==> config.mk <==
export PLATFORM = sky130hd
export DESIGN_NAME = fft64_result_collector
export DESIGN_NICKNAME = d
export VERILOG_FILES = /design/src/rtl/fft64_pkg.sv /design/src/rtl/fft64_frame_ram.sv /design/src/rtl/fft64_result_collector.sv
export SDC_FILE = /design/constraint.sdc
export NUM_CORES = 2
export LEC_CHECK = 0
export ABC_AREA = 1
export CAP_MARGIN = 10
export CORE_MARGIN = 1.5
export CORE_UTILIZATION = 63
export CTS_BUF_LIST = sky130_fd_sc_hd__clkbuf_16
export CTS_CLUSTER_DIAMETER = 50
export DETAILED_ROUTE_END_ITERATION = 8
export GPL_ROUTABILITY_DRIVEN = 0
export PLACE_DENSITY_LB_ADDON = 0.12
export SLEW_MARGIN = 20
export SYNTH_ARGS = -nofsm -noshare
export SYNTH_HDL_FRONTEND = slang
export SYNTH_HIERARCHICAL = 1
export SYNTH_SLANG_ARGS = --single-unit
==> constraint.sdc <==
create_clock -name CLK -period 7.8 [get_ports CLK]
set_clock_uncertainty 0.1 [all_clocks]
set_input_delay 1.56 -clock CLK [delete_from_list [all_inputs] [get_ports CLK]]
set_output_delay 1.56 -clock CLK [all_outputs]
set_load 0.02 [all_outputs]
==> src/rtl/fft64_pkg.sv <==
// Shared definitions for the 64-point FFT result collector.
// Contents: default frame geometry, the collector state encoding, and a
// bit-reversal helper that reorders bit-reversed core output indices.
package fft64_pkg;

    localparam int AW_DEF = 6;
    localparam int N_DEF  = 1 << AW_DEF;
    localparam int DW_DEF = 19;

    typedef enum logic [1:0] {
        ST_IDLE    = 2'd0,
        ST_CAPTURE = 2'd1,
        ST_DRAIN   = 2'd2
    } state_t;

    // Reverses the low w bits of a. Bits at and above w come back as zero.
    function automatic logic [15:0] bitrev(input logic [15:0] a, input int w);
        logic [15:0] r;
        r = '0;
        for (int i = 0; i < 16; i++) begin
            if (i < w) r[4'(i)] = a[4'(w - 1 - i)];
        end
        return r;
    endfunction

endpackage

==> src/rtl/fft64_frame_ram.sv <==
// Frame buffer: N x 2*DW register file with one synchronous write port and
// one asynchronous read port. Contents are deliberately not reset.
// Ports:
//   clk    in  write clock
//   we     in  write enable
//   waddr  in  write index
//   wdata  in  {real, imag}
//   raddr  in  read index
//   rdata  out {real, imag} at raddr, combinational
module fft64_frame_ram #(
    parameter int DW = 19,
    parameter int AW = 6
) (
    input  logic              clk,
    input  logic              we,
    input  logic [AW-1:0]     waddr,
    input  logic [2*DW-1:0]   wdata,
    input  logic [AW-1:0]     raddr,
    output logic [2*DW-1:0]   rdata
);

    localparam int N = 1 << AW;

    logic [2*DW-1:0] mem [N];

    always_ff @(posedge clk) begin
        if (we) mem[waddr] <= wdata;
    end

    assign rdata = mem[raddr];

endmodule

==> src/rtl/fft64_result_collector.sv <==
// Collects one 64-sample FFT core output frame into a buffer indexed by ADDR,
// then replays it in index order on a valid/ready stream with the frame's
// sticky overflow flags. Frames arriving while a frame is still being drained,
// or restarting mid-capture, are discarded and counted in DROP_CNT.
// Ports:
//   CLK, RST            clock, async active-high reset
//   ED, RDY, ADDR       core sample enable, frame-start strobe, sample index
//   DOR, DOI            core sample real/imag
//   OVF1, OVF2          core overflow flags
//   M_VALID, M_READY    output stream handshake
//   M_DR, M_DI, M_IDX   output sample and its index
//   M_LAST, M_OVF       last-beat marker, {OVF2,OVF1} of the frame
//   BUSY, DROP_CNT      activity flag, saturating dropped-frame count
//
// state   | meaning
// IDLE    | waiting for RDY with ED to start a frame
// CAPTURE | writing samples until N have been stored
// DRAIN   | replaying the buffer; incoming frames are dropped
module fft64_result_collector
    import fft64_pkg::*;
#(
    parameter int DW     = DW_DEF,
    parameter int AW     = AW_DEF,
    parameter bit BITREV = 1'b0
) (
    input  logic          CLK,
    input  logic          RST,
    input  logic          ED,
    input  logic          RDY,
    input  logic [AW-1:0] ADDR,
    input  logic [DW-1:0] DOR,
    input  logic [DW-1:0] DOI,
    input  logic          OVF1,
    input  logic          OVF2,
    output logic          M_VALID,
    input  logic          M_READY,
    output logic [DW-1:0] M_DR,
    output logic [DW-1:0] M_DI,
    output logic [AW-1:0] M_IDX,
    output logic          M_LAST,
    output logic [1:0]    M_OVF,
    output logic          BUSY,
    output logic [7:0]    DROP_CNT
);

    state_t          state;
    logic [AW-1:0]   wr_cnt;
    logic [AW:0]     rd_ptr;     // extra bit marks "all N beats loaded"
    logic [1:0]      frame_ovf;
    logic [AW-1:0]   wr_addr;
    logic [2*DW-1:0] rd_data;
    logic            we;
    logic            drop;
    logic            load;
    logic            hs;

    assign wr_addr = BITREV ? AW'(bitrev(16'(ADDR), AW)) : ADDR;
    assign we      = ED && ((state == ST_IDLE) ? RDY : (state == ST_CAPTURE));
    assign drop    = ED && RDY && (state != ST_IDLE);
    assign load    = (state == ST_DRAIN) && (!M_VALID || M_READY) && !rd_ptr[AW];
    assign hs      = M_VALID && M_READY;
    assign BUSY    = (state != ST_IDLE);

    fft64_frame_ram #(.DW(DW), .AW(AW)) u_ram (
        .clk   (CLK),
        .we    (we),
        .waddr (wr_addr),
        .wdata ({DOR, DOI}),
        .raddr (rd_ptr[AW-1:0]),
        .rdata (rd_data)
    );

    always_ff @(posedge CLK or posedge RST) begin
        if (RST) begin
            state     <= ST_IDLE;
            wr_cnt    <= '0;
            rd_ptr    <= '0;
            frame_ovf <= '0;
            M_VALID   <= 1'b0;
            M_DR      <= '0;
            M_DI      <= '0;
            M_IDX     <= '0;
            M_LAST    <= 1'b0;
            M_OVF     <= '0;
            DROP_CNT  <= '0;
        end else begin
            if (drop && (DROP_CNT != 8'hFF)) DROP_CNT <= DROP_CNT + 8'd1;

            case (state)
                ST_IDLE: begin
                    if (ED && RDY) begin
                        wr_cnt    <= AW'(1);
                        frame_ovf <= {OVF2, OVF1};
                        state     <= ST_CAPTURE;
                    end
                end
                ST_CAPTURE: begin
                    if (ED) begin
                        if (RDY) begin
                            // Premature restart: this sample opens a new frame.
                            wr_cnt    <= AW'(1);
                            frame_ovf <= {OVF2, OVF1};
                        end else begin
                            wr_cnt    <= wr_cnt + 1'b1;
                            frame_ovf <= frame_ovf | {OVF2, OVF1};
                            if (wr_cnt == {AW{1'b1}}) begin
                                state  <= ST_DRAIN;
                                rd_ptr <= '0;
                            end
                        end
                    end
                end
                ST_DRAIN: begin
                    if (load) begin
                        M_DR    <= rd_data[2*DW-1:DW];
                        M_DI    <= rd_data[DW-1:0];
                        M_IDX   <= rd_ptr[AW-1:0];
                        M_LAST  <= (rd_ptr[AW-1:0] == {AW{1'b1}});
                        M_OVF   <= frame_ovf;
                        M_VALID <= 1'b1;
                        rd_ptr  <= rd_ptr + 1'b1;
                    end else if (hs) begin
                        M_VALID <= 1'b0;
                    end
                    if (hs && M_LAST) state <= ST_IDLE;
                end
                default: state <= ST_IDLE;
            endcase
        end
    end

endmodule

**After elaboration in Yosys (flattened, before gate mapping)**

Memories as Yosys holds them, arrays and structs flattened. A register that Yosys moved wholly into a read port is not among the register bits.
Index checks and enable logic that the tools add are counted.
Widths: inputs -> output; s select.

- Add/sub/neg operators: 3
- Equality and inequality tests: 11
- Multiplexer cells: 24
- Bitwise logic cells: 1
- Reductions and logical operators: 21

Operator list:

| operator | number |
|---|---|
| $mux 7 | 4 |
| $mux 6 | 3 |
| $mux 2 | 8 |
| $pmux 7 s2 | 1 |
| $eq 6x6->1 const B | 2 |
| $pmux 6 s2 | 1 |
| $reduce_and 5->1 | 2 |
| $add 8x1->8 const B | 1 |
| $logic_and 1x1->1 | 8 |
| $ne 8x8->1 const B | 1 |
| $reduce_bool 2->1 | 4 |
| $add 7x1->7 const B | 1 |
| $add 6x1->6 const B | 1 |
| $ne 2x1->1 const B | 3 |
| $ne 2x2->1 const B | 3 |
| $pmux 2 s3 | 1 |
| $mux 1 | 5 |
| $pmux 2 s2 | 1 |
| $reduce_and 2->1 | 2 |
| $reduce_and 3->1 | 1 |
| $eq 2x1->1 const B | 1 |
| $eq 2x2->1 const B | 1 |
| $logic_not 1->1 | 2 |
| $logic_not 2->1 | 1 |
| 2 further kinds | 2 |

- Register bits: 35
- Bits in writable memories: 2432
- Input bits: 51
- Output and inout port bits: 57
- Logic and storage cells: 70
- Memories: 1

Memory list:

| name | words | width | rd ports | clocked after Yosys merged registers in | write ports | line | RTL |
|---|---|---|---|---|---|---|---|
| u_ram.mem | 64 | 38 | 1 | 1 | 1 | fft64_frame_ram.sv:24 | `logic [2*DW-1:0] mem [N];` |

**Longest topological paths before layout**

- Depth in word-level cells: 6
- Depth in mapped cells: 14
- Depth with buffers taken out: 11

**Cells and area by module**

The synthesis kept the hierarchy.

By module, submodules not included:

| module | times used | cells an instance | area each (µm²) | sequential area each (µm²) |
|---|---|---|---|---|
| fft64_frame_ram | 1 | 7989 | 97125.7 | 73030.0 |
| fft64_result_collector | 1 | 373 | 3174.3 | 1826.8 |

**Worst setup path before layout**

OpenSTA, ideal clock, no wires.

- Kind: input -> register
- Start point: input ED
- End point: memory u_ram/mem[48][0] (netlist bit) (enable)
- Library setup time: 0.529 ns
- Data arrival time: 6.186 ns
- Data required time: 7.171 ns
- Path slack: 0.985 ns
- Stages: 5
- Cells stage by stage: inv_1 nor3_2 clkbuf_1 nand4_1 nor4_1

- Cells in the longest elaborated chain, start to end: 3

RTL lines:

| item | line | RTL |
|---|---|---|
| from (decl) | fft64_result_collector.sv:28 | `input logic ED,` |
| $logic_and 1x1->1 | fft64_result_collector.sv:58 | `assign we = ED && ((state == ST_IDLE) ? RDY : (state == ST_CAPTURE));` |
| named net we | fft64_result_collector.sv:52 | `logic we;` |
| $mux 1 | fft64_frame_ram.sv:27 | `if (we) mem[waddr] <= wdata;` |
| $mux 1 (implied by the code) | fft64_frame_ram.sv:27 |  |
| to (decl) | fft64_frame_ram.sv:24 |  |

The timed path passes the listed nets, and every way through them passes these cells.

**Final worst setup path**

- Start point: input ED
- End point: memory u_ram/mem[17][24] (netlist bit) (enable)

The elaborated chain is that of the path after synthesis.

==> run metrics <==
fraction of registers with async set or reset after synthesis=0.02914; first-pass GRT wire length=419800 um; Slew @ Worst Pin=1.127 ns; cell area power density=245.3 nW/um^2; synthesized-area fraction occupied by adder cells=0.0003742; drt first-iter violations=10720; CP arrival=5.37 ns; Num CTS Buffers=274; mux cell area share after synthesis=0; xor/xnor share of the synthesized area=0.0005239; Top Family by Delay on Critical Path=simple AND/OR/NAND/NOR gates; status=finished clean; Clock Latency Late Sink=0.91 ns; layout cells sized above 1=0.07094; IO Pins=108; CTS tree=done; WS Path Type=in -> reg; Leak=39.73 nW; setup TNS=0 ns; Cells after Synth=8362; CP Buf/Inv Count=3; Synth Warn #=6; Top FF cell, synth=edfxtp_1; largest net degree at the start of global routing=187; Core Box Area=158200 um^2; routed len/inst=27.29 um; final worst setup slack=2.861 ns; post-synthesis compound-gate area fraction=0.001734; total of max-cap violations=0; Post-synth top cells=nand2_1, edfxtp_1, nand3_1, buf_2, clkbuf_1; EDFF count, synth=2432; CP Capture Type=register; Final #Nets=8393; initial core utilization=0.6340; Slowest-stage cell, CP=nand4_1; CP max stage delay=1.01 ns; Worst VDD drop=0.2584 mV; CTS resizes=0; dominant cells by area after synthesis=edfxtp_1, nand3_1, nand2_1; hold_ws=0.3765 ns; Final Slew Violations=0; slew margin rel.=0.2489; Post-Synth Simple-Gate Area=0.2248; Post-Synthesis Cell Area=100300 um^2; maximum clock insertion buffer count=4; Via-to-Cell Ratio=6.452; Distinct cells, synth=31; largest family of logic cells by synthesized area=simple AND/OR/NAND/NOR gates; clock sink count=2505; Tcrit/Tclk final=0.6332; Final setup viols=0; Post-DP Area=103600 um^2; cell area after layout=111800 um^2; area share of the largest cell type after synthesis=0.7281; critical path launch point type=primary input; Root Buffer=clkbuf_16; clock-pin slew on the worst setup and hold paths=0.05 ns; final WL=289100 um; RSZ-0062 raised after global routing=no; initial antenna violation count=15; drt pass-1 iters=7; FP Rows=146; vias in the first global route=63270; Hold Buf Count CTS=0; Area Growth Syn to Fin=11.51%; sequential share of the synthesized area=0.7463; crit path time final=4.939 ns; Filler Cell Count=10540; DRC viols=0; CTS H-tree lvls=5; dpl hpwl=158600 um; die width=402.0 um; Tightest Hold Check Type=reg -> reg; Final Hold Fails=0; die area=161600 um^2; Fmax=202.5 MHz; syn_nets=8416; Antenna Nets Post-Route=0; Yosys reg bits=2505; critical-path cell list=clkdlybuf4s50_1, inv_1, nor3_2, nand4_1, nor2_4, buf_4; via count=68340; postcts setup bufs=0; Die Ht=402.0 um; Synth area leader=edfxtp_1; Place WS=2.150 ns; GRT Util Overall=0.3554; final global-route overflow total=0; count leader, synth=nand2_1; IO Port Bufs=107; CP max FO=23; syn avg cell area=11.99 um^2; CP Data Required Time=8.23 ns
[metal layers]
metal / global-route usage / wire length, um / share of wire / vias up
met4: 0.1516 / 13280 / 0.046 / 16
met5: 0 / 132 / 0.00046 / -
met3: 0.08978 / 38260 / 0.13 / 678
met2: 0.5225 / 129000 / 0.45 / 4734
met1: 0.5109 / 108400 / 0.38 / 33340
li1: - / - / - / 29580
[path summary, 6_finish.rpt]
| check | startpoint | to | slack [ns] | cells after the start |
|---|---|---|---|---|
| worst max-delay path | ED | u_ram/mem[17][24]$_DFFE_PP_ | 2.86 | 6 |
| worst min-delay path | M_DR[2]$_DFFE_PP0P_ | M_DR[2]$_DFFE_PP0P_ | 0.38 | 2 |
| worst max register to register | rd_ptr[0]$_DFFE_PP0P_ | M_DI[13]$_DFFE_PP0P_ | 3.14 | 12 |
| worst min register to register | M_DR[2]$_DFFE_PP0P_ | M_DR[2]$_DFFE_PP0P_ | 0.38 | 2 |
| max in group asynchronous | RST | M_DI[6]$_DFFE_PP0P_ | 5.53 | 3 |
| min in group asynchronous | RST | wr_cnt[3]$_DFFE_PP0P_ | 0.88 | 2 |
[report_power, final]
group	total [mW]	switching, mW	leakage, nW	internal, mW
sequential	14.9	0.0324	22.8	14.8
clock	12.1	5.04	4.27	7.05
combinational	0.487	0.410	12.6	0.0775
total	27.4	5.48	39.7	22.0
[registers in the layout, summed over array words and instances (netlist names), 2 cells and up]
name,cells
M_IDX,6
M_DI,19
wr_cnt,6
u_ram/mem,2432
DROP_CNT,8
rd_ptr,7
M_DR,19
M_OVF,2
frame_ovf,2
state,2
[cells in the final DEF (no fill, tap or decap), drive strengths merged, types with 4 or more instances in the layout]
cell / n
clkinvlp: 6
nand3: 2275
nor2: 73
diode: 6
dfrtp: 73
bufinv: 16
clkbuf: 283
a21oi: 4
clkinv: 81
clkdlybuf4s50: 69
inv: 109
nor4: 8
nand4: 13
nand2: 2855
o21ai: 25
edfxtp: 2432
buf: 176
[layout make-up]
| cell class | instances | area (um^2) | area share |
|---|---|---|---|
| clock buffers | 283 | 7082 | 0.06332 |
| inverters | 44 | 197.7 | 0.001768 |
| diodes | 6 | 15.01 | 0.0001342 |
| clock inverters | 168 | 1170 | 0.01046 |
| multi-input cells | 5269 | 23280 | 0.2082 |
| flip-flops and latches | 2505 | 74880 | 0.6695 |
| well taps | 2072 | 2592 | 0.02318 |
| repair buffers | 245 | 2628 | 0.02349 |
[worst min-delay path, delay by kind of cell, from the launching register on]
kind / cells / cell delay, ns
flip-flops: 1 / 0.34
AND/OR/NAND/NOR: 2 / 0.11
[through the flow]
| step | util | power, mW | std cells |
|---|---|---|---|
| CTS | 0.7069 | 27.50 | 10590 |
| detailed placement | 0.6548 | 15.63 | 10140 |
| global route | 0.7069 | 28.05 | 10590 |
| floorplan | - | 15.24 | 8362 |
| finish | 0.7070 | 27.44 | 10590 |
| global placement | 0.6514 | 15.61 | 10110 |
[logic make-up after synthesis]
kind of cell,count (synthesis)
simple gates,5227
flops,2505
buf+inv,588
compound gates,33
xor+xnor,6
fa+ha+maj,3
(Power assumes the default switching activity.)
